===== src/rtl/if_id_skid_if.sv =====
// Fetch-to-decode channel bundle for the IF/ID skid stage.
// Carries the upstream beat, the downstream beat, flush and stall debug.
interface if_id_skid_if #(
    parameter int INST_W = 32,
    parameter int PC_W   = 32,
    parameter int CNT_W  = 16
);
    logic              in_valid;
    logic              in_ready;
    logic [INST_W-1:0] in_inst;
    logic [PC_W-1:0]   in_pc;
    logic              out_valid;
    logic              out_ready;
    logic [INST_W-1:0] out_inst;
    logic [PC_W-1:0]   out_pc;
    logic              flush;
    logic [CNT_W-1:0]  stall_cnt;
    logic              stall_clr;

    modport master (
        output in_valid, in_inst, in_pc,
        output out_ready, flush, stall_clr,
        input  in_ready, out_valid, out_inst, out_pc, stall_cnt
    );

    modport slave (
        input  in_valid, in_inst, in_pc,
        input  out_ready, flush, stall_clr,
        output in_ready, out_valid, out_inst, out_pc, stall_cnt
    );
endinterface


===== src/rtl/if_id_skid_stage.sv =====
// IF/ID pipeline stage with a 2-entry skid buffer, flush and a
// saturating stall counter; in_ready is registered to cut the stall path.
module if_id_skid_stage #(
    parameter int                INST_W   = 32,
    parameter int                PC_W     = 32,
    parameter logic [INST_W-1:0] NOP_INST = 32'h0000_0013,
    parameter int                CNT_W    = 16
) (
    input  logic          clk,
    input  logic          rst,
    if_id_skid_if.slave   bus
);
    typedef enum logic [1:0] {EMPTY, ONE, TWO} state_t;

    state_t            state, state_nxt;
    logic              in_ready_q;
    logic [INST_W-1:0] main_inst, skid_inst;
    logic [PC_W-1:0]   main_pc, skid_pc;
    logic [CNT_W-1:0]  cnt;

    logic accept, deliver, main_valid;
    logic ld_main_in, ld_main_skid, ld_skid;

    assign main_valid = (state != EMPTY);
    assign accept     = bus.in_valid & in_ready_q;
    assign deliver    = main_valid & bus.out_ready;

    always_comb begin
        state_nxt    = state;
        ld_main_in   = 1'b0;
        ld_main_skid = 1'b0;
        ld_skid      = 1'b0;
        if (bus.flush) begin
            state_nxt = EMPTY;
        end else begin
            case (state)
                EMPTY: begin
                    if (accept) begin
                        state_nxt  = ONE;
                        ld_main_in = 1'b1;
                    end
                end
                ONE: begin
                    if (accept && deliver) begin
                        ld_main_in = 1'b1;
                    end else if (accept) begin
                        state_nxt = TWO;
                        ld_skid   = 1'b1;
                    end else if (deliver) begin
                        state_nxt = EMPTY;
                    end
                end
                TWO: begin
                    if (deliver) begin
                        state_nxt    = ONE;
                        ld_main_skid = 1'b1;
                    end
                end
                default: state_nxt = EMPTY;
            endcase
        end
    end

    always_ff @(posedge clk or posedge rst) begin
        if (rst) begin
            state      <= EMPTY;
            in_ready_q <= 1'b1;
        end else begin
            state      <= state_nxt;
            in_ready_q <= (state_nxt != TWO);
        end
    end

    // Data only moves on accept or promotion, so X never reaches valids.
    always_ff @(posedge clk) begin
        if (ld_main_in) begin
            main_inst <= bus.in_inst;
            main_pc   <= bus.in_pc;
        end else if (ld_main_skid) begin
            main_inst <= skid_inst;
            main_pc   <= skid_pc;
        end
        if (ld_skid) begin
            skid_inst <= bus.in_inst;
            skid_pc   <= bus.in_pc;
        end
    end

    always_ff @(posedge clk or posedge rst) begin
        if (rst) begin
            cnt <= '0;
        end else if (bus.stall_clr) begin
            cnt <= '0;
        end else if (main_valid && !bus.out_ready && !bus.flush
                     && cnt != {CNT_W{1'b1}}) begin
            cnt <= cnt + 1'b1;
        end
    end

    assign bus.in_ready  = in_ready_q;
    assign bus.out_valid = main_valid;
    assign bus.out_inst  = main_valid ? main_inst : NOP_INST;
    assign bus.out_pc    = main_valid ? main_pc : '0;
    assign bus.stall_cnt = cnt;
endmodule


===== src/flat_wrapper.sv =====
// flat-port wrapper written by rule: the top's interface ports become plain ports
module if_id_skid_stage_flat 
#(
    parameter int                INST_W   = 32,
    parameter int                PC_W     = 32,
    parameter logic [INST_W-1:0] NOP_INST = 32'h0000_0013,
    parameter int                CNT_W    = 16
)
  (clk, rst, bus_in_valid, bus_in_inst, bus_in_pc, bus_out_ready, bus_flush, bus_stall_clr, bus_in_ready, bus_out_valid, bus_out_inst, bus_out_pc, bus_stall_cnt);
  if_id_skid_if #(.INST_W(INST_W), .PC_W(PC_W), .CNT_W(CNT_W)) bus_i ();
  input  logic clk;
  input  logic rst;
  input wire logic [$bits(bus_i.in_valid)-1:0] bus_in_valid;
  input wire logic [$bits(bus_i.in_inst)-1:0] bus_in_inst;
  input wire logic [$bits(bus_i.in_pc)-1:0] bus_in_pc;
  input wire logic [$bits(bus_i.out_ready)-1:0] bus_out_ready;
  input wire logic [$bits(bus_i.flush)-1:0] bus_flush;
  input wire logic [$bits(bus_i.stall_clr)-1:0] bus_stall_clr;
  output wire logic [$bits(bus_i.in_ready)-1:0] bus_in_ready;
  output wire logic [$bits(bus_i.out_valid)-1:0] bus_out_valid;
  output wire logic [$bits(bus_i.out_inst)-1:0] bus_out_inst;
  output wire logic [$bits(bus_i.out_pc)-1:0] bus_out_pc;
  output wire logic [$bits(bus_i.stall_cnt)-1:0] bus_stall_cnt;
  assign bus_i.in_valid = bus_in_valid;
  assign bus_i.in_inst = bus_in_inst;
  assign bus_i.in_pc = bus_in_pc;
  assign bus_i.out_ready = bus_out_ready;
  assign bus_i.flush = bus_flush;
  assign bus_i.stall_clr = bus_stall_clr;
  assign bus_in_ready = bus_i.in_ready;
  assign bus_out_valid = bus_i.out_valid;
  assign bus_out_inst = bus_i.out_inst;
  assign bus_out_pc = bus_i.out_pc;
  assign bus_stall_cnt = bus_i.stall_cnt;
  if_id_skid_stage #(.INST_W(INST_W), .PC_W(PC_W), .NOP_INST(NOP_INST), .CNT_W(CNT_W)) u_core (.clk(clk), .rst(rst), .bus(bus_i));
endmodule

===== config.mk =====
export PLATFORM = sky130hd
export DESIGN_NAME = if_id_skid_stage_flat
export DESIGN_NICKNAME = d
export VERILOG_FILES = /design/src/rtl/if_id_skid_if.sv /design/src/rtl/if_id_skid_stage.sv /design/src/flat_wrapper.sv
export SDC_FILE = /design/constraint.sdc
export NUM_CORES = 1
export LEC_CHECK = 0
export ABC_AREA = 1
export ABC_CLOCK_PERIOD_IN_PS = 14800
export CAP_MARGIN = 20
export CORE_UTILIZATION = 55
export CTS_BUF_LIST = sky130_fd_sc_hd__clkbuf_2
export DETAILED_ROUTE_END_ITERATION = 16
export PLACE_DENSITY = 0.95
export SLEW_MARGIN = 0
export SYNTH_ARGS = -nofsm -noshare
export SYNTH_HDL_FRONTEND = slang
export SYNTH_SLANG_ARGS = --single-unit

===== constraint.sdc =====
create_clock -name clk -period 14.8 [get_ports clk]
set_clock_uncertainty 0.1 [all_clocks]
set_input_delay 2.22 -clock clk [delete_from_list [all_inputs] [get_ports clk]]
set_output_delay 2.22 -clock clk [all_outputs]
set_load 0.005 [all_outputs]

==> results of run 1 <==
## per-layer routing
layer / wire length, um / global-route usage [%] / vias up
li1: - / - / 2022
met1: 5258 / 28.30 / 2076
met2: 6949 / 41.19 / 183
met3: 891 / 5.513 / 19
met4: 210 / 11.24 / 0
met5: 0 / 0 / -
## area by class of cell
cell class | count | area, um^2
Clock buffer | 23 | 115.1
Clock inverter | 9 | 91.34
Fill cell | 737 | 2808
Inverter | 80 | 300.3
Multi-Input combinational cell | 263 | 1687
Sequential cell | 147 | 4320
Tap cell | 140 | 175.2
Timing Repair Buffer | 154 | 1534
## state kept, by name, indices dropped and copies added, names as in the netlist
name and count:
u_core.main_inst 32, u_core.main_pc 32, u_core.skid_inst 32, u_core.skid_pc 32, u_core.bus.stall_cnt 16, u_core.state 2
u_core.bus.in_ready 1
## final timing paths
check / to / slack, ns / cells past startpoint
worst max-delay path: bus_out_inst[1] / 9.92 / 4
worst min-delay path: u_core.main_pc[25]$_DFFE_PP_ / 0.45 / 1
worst max register to register: u_core.main_inst[15]$_DFFE_PP_ / 11.68 / 5
worst min register to register: u_core.main_pc[25]$_DFFE_PP_ / 0.45 / 1
max in group asynchronous: u_core.bus.stall_cnt[12]$_DFFE_PP0P_ / 12.25 / 2
min in group asynchronous: u_core.bus.stall_cnt[15]$_DFFE_PP0P_ / 1.85 / 2
## cells in the final DEF, fill, tap and decap left out, types with 5 or more instances in the layout
cell and count:
sky130_fd_sc_hd__nor2_1 80, sky130_fd_sc_hd__clkbuf_2 23, sky130_fd_sc_hd__or2_2 5, sky130_fd_sc_hd__nand4_1 16
sky130_fd_sc_hd__mux2_2 56, sky130_fd_sc_hd__mux2_1 8, sky130_fd_sc_hd__nand3_1 12, sky130_fd_sc_hd__clkdlybuf4s50_1 151
sky130_fd_sc_hd__dfrtp_1 18, sky130_fd_sc_hd__edfxtp_1 128, sky130_fd_sc_hd__nand2_1 62, sky130_fd_sc_hd__inv_1 79
## logic make-up after synthesis
kind of cell	Yosys count	synth area share, %
buf+inv	97	6.196
mux	64	11.33
compound gates	8	0.8458
xor+xnor	4	0.5507
simple gates	186	12.96
flops	147	67.92
fa+ha+maj	1	0.1967
## power by group through the flow
stage	clock [W]	sequential [W]	combinational, W
after floorplan	0	0.000478	0.0000373
after global placement	0	0.000477	0.0000858
after detailed placement	0	0.000478	0.0000890
after CTS	0.000215	0.000469	0.0000896
after global routing	0.000230	0.000470	0.0000955
final	0.000208	0.000468	0.0000884
## metrics by stage
step	instance area [um^2]	setup WS (ns)	power (W)
after floorplan	6361	5.550	0.0005155
after global placement	8016	9.596	0.0005625
after detailed placement	8016	9.479	0.0005667
after CTS	8223	9.832	0.0007727
after global routing	8223	9.728	0.0007954
final	8223	9.924	0.0007651
==> impl_metrics.ini, run 1 <==
[yosys]
synth-edff-count = 128
yosys.area.top_type_share_pct = 60.42
mappedNetlistNets = 578
synth.top_cells.by_area = sky130_fd_sc_hd__edfxtp_1 (60%), sky130_fd_sc_hd__mux2_2 (9.9%), sky130_fd_sc_hd__dfrtp_1 (7.1%), sky130_fd_sc_hd__nor2_1 (4.8%), sky130_fd_sc_hd__inv_1 (4.7%)
synth_area_mm2 = 0.006361
netlist_top_cells_count = sky130_fd_sc_hd__edfxtp_1 (128), sky130_fd_sc_hd__nor2_1 (81), sky130_fd_sc_hd__inv_1 (79)
synth.ff_latch_count = 147
dominantRegCellSynth = sky130_fd_sc_hd__edfxtp_1
synthesis.yosys.warnings = 0
synth_area_per_cell_um2 = 12.55
netlist-cell-type-count = 30
post-synth-top-area-cell = sky130_fd_sc_hd__edfxtp_1
netlist_instances = 507
synth-async-reset-ratio_pct = 12.93
post-synth-top-count-cell = sky130_fd_sc_hd__edfxtp_1
part_of_the_yosys_area_used_for_sequential_elements_pct = 67.92

[run_status]
status = finished clean

[grt]
global_route_wire_length_before_repair_um = 21160
global_route.overflow_total = 0
number_of_global_route_vias_before_repair = 4437
antenna_found_initial = 0
grt_start_max_net_pins = 67
grtUsageTotal_pct = 23.86

[die]
fp-row-count = 38
fp.dieArea_mm2 = 0.01200
fp.coreArea_mm2 = 0.01103
starting_utilization_of_the_core_area_pct = 57.67
die_w_um = 109.5
die_height_um = 109.5
num_io_pins = 152

[drt]
wirelength_um = 13310
detail_route.first_pass.iterations = 5
post_drt_via_cell_ratio = 5.270
routedWlPerCell_um = 16.31
drc = 0
dr.first_iter.drc_count = 276
route.vias.total = 4300
postRouteAntennaNets = 0

[clocking]
ctsResizeCount = 0
clock_pin_transition_on_the_worst_setup_and_hold_timing_paths_ns = 0.17
htree_levels = 4
tritoncts_buffer_count = 17
clockBufferDepth = 2
clockRootBuffer = sky130_fd_sc_hd__clkbuf_2
cts_setup_buffers = 0
ctsHoldBuffers = 0
clk-insertion-delay-late_ns = 0.68
clkSinkCount = 147
clock_tree_from_tritoncts = yes

[sta]
setup_violations = 0
hold-worst-slack_ns = 0.4537
final-hold-violation-count = 0
maxClockFrequency_ghz = 0.2051
tightest_slew_ns = 0.9638
worst_slew_margin_relative_to_its_limit_pct = 35.75
report.final.slew_viol_count = 0
fin_crit_sh_pct = 32.95
final.setup.tns_ns = 0
period_needed_ns = 4.876
rsz0062_at_grt = false

[critical_path]
cp_cell_sequence = nor2_4, buf_4, or2_2, clkdlybuf4s50_1
critPathSlowestCell = sky130_fd_sc_hd__buf_4
worstSetupStartpointType = register
crit_path_max_fanout = 66
cp_data_arrival_time_ns = 2.56
regToRegStartpoint = u_core.bus.in_ready$_DFF_PP1_
worstSetupStartpoint = u_core.state[1]$_DFF_PP0_
required_time_reported_for_the_critical_path_endpoint_ns = 12.48
crit_type = reg2out
cp.buffers_inverters = 2
worst_path_dominant_cell_family = buffers and inverters
timing.critical_path.to_type = primary output
critical_path.max_stage_delay_ns = 0.53

[layout]
drive_gt1_share_pct = 15.53
finalCoreUtilization_pct = 74.55
num-nets-final = 734
non_filler_instances = 816
synth_to_layout_area_growth_pct = 29.27
num_antenna_cells = 0

[placement]
placed_cells_incl_taps = 784
detailedPlacementHpwl_um = 9048
globalplace.congestion = 0.8774
io_buffer_count = 151

[pwr]
switching_share_pct = 22.58
p_leak_nw = 3.213
p_int_w = 0.0005923
p_per_area_mw_per_mm2 = 93.04
comb_power_share_pct = 11.6
p_seq_share_pct = 61.2
power.switching_w = 0.0001727
vdd.ir_drop.worst_uv = 65.09
power_share_of_the_clock_group_pct = 27.2

[run]
max_cap_viol_count = 0

[worst_hold_path]
holdCritPathClass = reg2reg
worstHoldStart = u_core.skid_pc[25]$_DFFE_PP_
Power figures use the tool's default switching activity.
==> inputs of run 2 (changes only) <==
--- a/config.mk
+++ b/config.mk
@@ -6,12 +6,12 @@
 export NUM_CORES = 1
 export LEC_CHECK = 0
 export ABC_AREA = 1
-export ABC_CLOCK_PERIOD_IN_PS = 14800
+export ABC_CLOCK_PERIOD_IN_PS = 4600
 export CAP_MARGIN = 20
-export CORE_UTILIZATION = 55
+export CORE_UTILIZATION = 51
 export CTS_BUF_LIST = sky130_fd_sc_hd__clkbuf_2
 export DETAILED_ROUTE_END_ITERATION = 16
-export PLACE_DENSITY = 0.95
+export PLACE_DENSITY = 0.93
 export SLEW_MARGIN = 0
 export SYNTH_ARGS = -nofsm -noshare
 export SYNTH_HDL_FRONTEND = slang
==> constraint.sdc (replaced) <==
create_clock -name clk -period 4.6 [get_ports clk]
set_clock_uncertainty 0.1 [all_clocks]
set_input_delay 0.69 -clock clk [delete_from_list [all_inputs] [get_ports clk]]
set_output_delay 0.69 -clock clk [all_outputs]
set_load 0.005 [all_outputs]
==> impl_metrics.ini, run 2 (synthesis gave the netlist of run 1 again) <==
[run_status]
status = finished clean

[drt]
wirelength_um = 13490
routedWlPerCell_um = 15.91
highest-signal-layer = met4
detail_route.first_pass.iterations = 6
postRouteAntennaNets = 0
drt-met1-wl_um = 5553
dr.first_iter.drc_count = 365
met2_wirelength_um = 6730
route.vias.total = 4356
drc = 0
wl_met3_um = 908
post_drt_via_cell_ratio = 5.137

[critical_path]
critical_path.max_stage_delay_ns = 0.78
cp_data_arrival_time_ns = 2.95
worst_path_dominant_cell_family = buffers and inverters
cp_cell_sequence = nor2_4, buf_4, nor2_1, clkdlybuf4s50_1
crit_path_max_fanout = 42
crit_type = reg2out
worstSetupStartpointType = register
cp.buffers_inverters = 2
timing.critical_path.to_type = primary output
critPathSlowestCell = sky130_fd_sc_hd__nor2_4
required_time_reported_for_the_critical_path_endpoint_ns = 3.81

[clocking]
clock_pin_transition_on_the_worst_setup_and_hold_timing_paths_ns = 0.21
ctsHoldBuffers = 0
ctsResizeCount = 0
cts_setup_buffers = 0
clock_tree_from_tritoncts = yes
clockRootBuffer = sky130_fd_sc_hd__clkbuf_2
clockBufferDepth = 2
htree_levels = 4
clk-insertion-delay-late_ns = 0.69
tritoncts_buffer_count = 17
clkSinkCount = 147

[grt]
grtUsageTotal_pct = 21.75
antenna_found_initial = 1
global_route_wire_length_before_repair_um = 21290
global_route.overflow_total = 0
number_of_global_route_vias_before_repair = 4418
grt_start_max_net_pins = 48

[sta]
hold-worst-slack_ns = 0.2894
tightest_slew_ns = 0.9818
final-hold-violation-count = 0
fin_crit_sh_pct = 81.34
maxClockFrequency_ghz = 0.2673
period_needed_ns = 3.742
final.setup.tns_ns = 0
report.final.slew_viol_count = 0
setup_violations = 0
rsz0062_at_grt = false
worst_slew_margin_relative_to_its_limit_pct = 34.39

[die]
fp-row-count = 40
fp.coreArea_mm2 = 0.01206
die_height_um = 113.7
die_w_um = 113.7
starting_utilization_of_the_core_area_pct = 52.74
fp.dieArea_mm2 = 0.01292
num_io_pins = 152

[pwr]
switching_share_pct = 22.21
power.switching_w = 0.0005721
power_share_of_the_clock_group_pct = 30.4
p_leak_nw = 3.238
comb_power_share_pct = 11.1
p_int_w = 0.002004
p_per_area_mw_per_mm2 = 308.6
p_seq_share_pct = 58.5
vdd.ir_drop.worst_uv = 197.5
report.power.total_w = 0.002576

[layout]
post-route-cell-area_mm2 = 0.008346
leading_cell_types_in_the_layout_fill_and_taps_excluded = sky130_fd_sc_hd__clkdlybuf4s50_1 (151), sky130_fd_sc_hd__edfxtp_1 (128), sky130_fd_sc_hd__nor2_1 (80)
synth_to_layout_area_growth_pct = 31.20
drive_gt1_share_pct = 15.76
final_common_cell = sky130_fd_sc_hd__clkdlybuf4s50_1
num-nets-final = 737

[placement]
io_buffer_count = 151
globalplace.congestion = 0.8395
detailedPlacementHpwl_um = 9122
placedInstanceArea_mm2 = 0.008083

[worst_hold_path]
holdCritPathClass = in2async

[run]
max_cap_viol_count = 0
==> run 2: per-stage QoR <==
| stage | cells | setup WS, ns | util, % |
|---|---|---|---|
| finish | 848 | 0.8582 | 69.19 |
| global route | 848 | 0.6048 | 69.19 |
| detailed placement | 815 | 1.436 | 67.01 |
| floorplan | 507 | 0.4380 | - |
| CTS | 847 | 0.7348 | 69.17 |
| global placement | 815 | 1.485 | 67.01 |
==> run 2: layout make-up <==
| class | instances | area, um^2 |
|---|---|---|
| clock inverter | 13 | 165.2 |
| sequential | 147 | 4320 |
| clock buffer | 19 | 95.09 |
| tap | 168 | 210.2 |
| antenna | 1 | 2.502 |
| fill | 854 | 3716 |
| inverter | 80 | 300.3 |
| timing repair buffer | 157 | 1556 |
| multi-input combinational | 263 | 1695 |
==> run 2: routing by layer <==
layer | up-vias | track usage (%)
li1 | 2034 | -
met3 | 28 | 5.367
met5 | - | 0
met4 | 0 | 9.737
met1 | 2106 | 26.14
met2 | 188 | 37.20
==> run 2: final timing paths <==
path | startpoint | to | slack (ns) | cells after the start
min reg2reg | u_core.skid_inst[25]$_DFFE_PP_ | u_core.main_inst[25]$_DFFE_PP_ | 0.45 | 1
max in group asynchronous | rst | u_core.state[0]$_DFF_PP0_ | 3.60 | 2
min in group clk | u_core.skid_inst[25]$_DFFE_PP_ | u_core.main_inst[25]$_DFFE_PP_ | 0.45 | 1
max | u_core.state[1]$_DFF_PP0_ | bus_out_inst[14] | 0.86 | 4
max reg2reg | u_core.bus.in_ready$_DFF_PP1_ | u_core.main_pc[30]$_DFFE_PP_ | 2.09 | 5
min | rst | u_core.bus.stall_cnt[2]$_DFFE_PP0P_ | 0.29 | 2
==> run 2: power groups by stage <==
stage	sequential (W)	combinational (W)	clock, W
after global placement	0.00153	0.000279	0
after global routing	0.00151	0.000311	0.000853
final	0.00151	0.000286	0.000783
after floorplan	0.00153	0.000121	0
after CTS	0.00151	0.000291	0.000801
after detailed placement	0.00154	0.000289	0
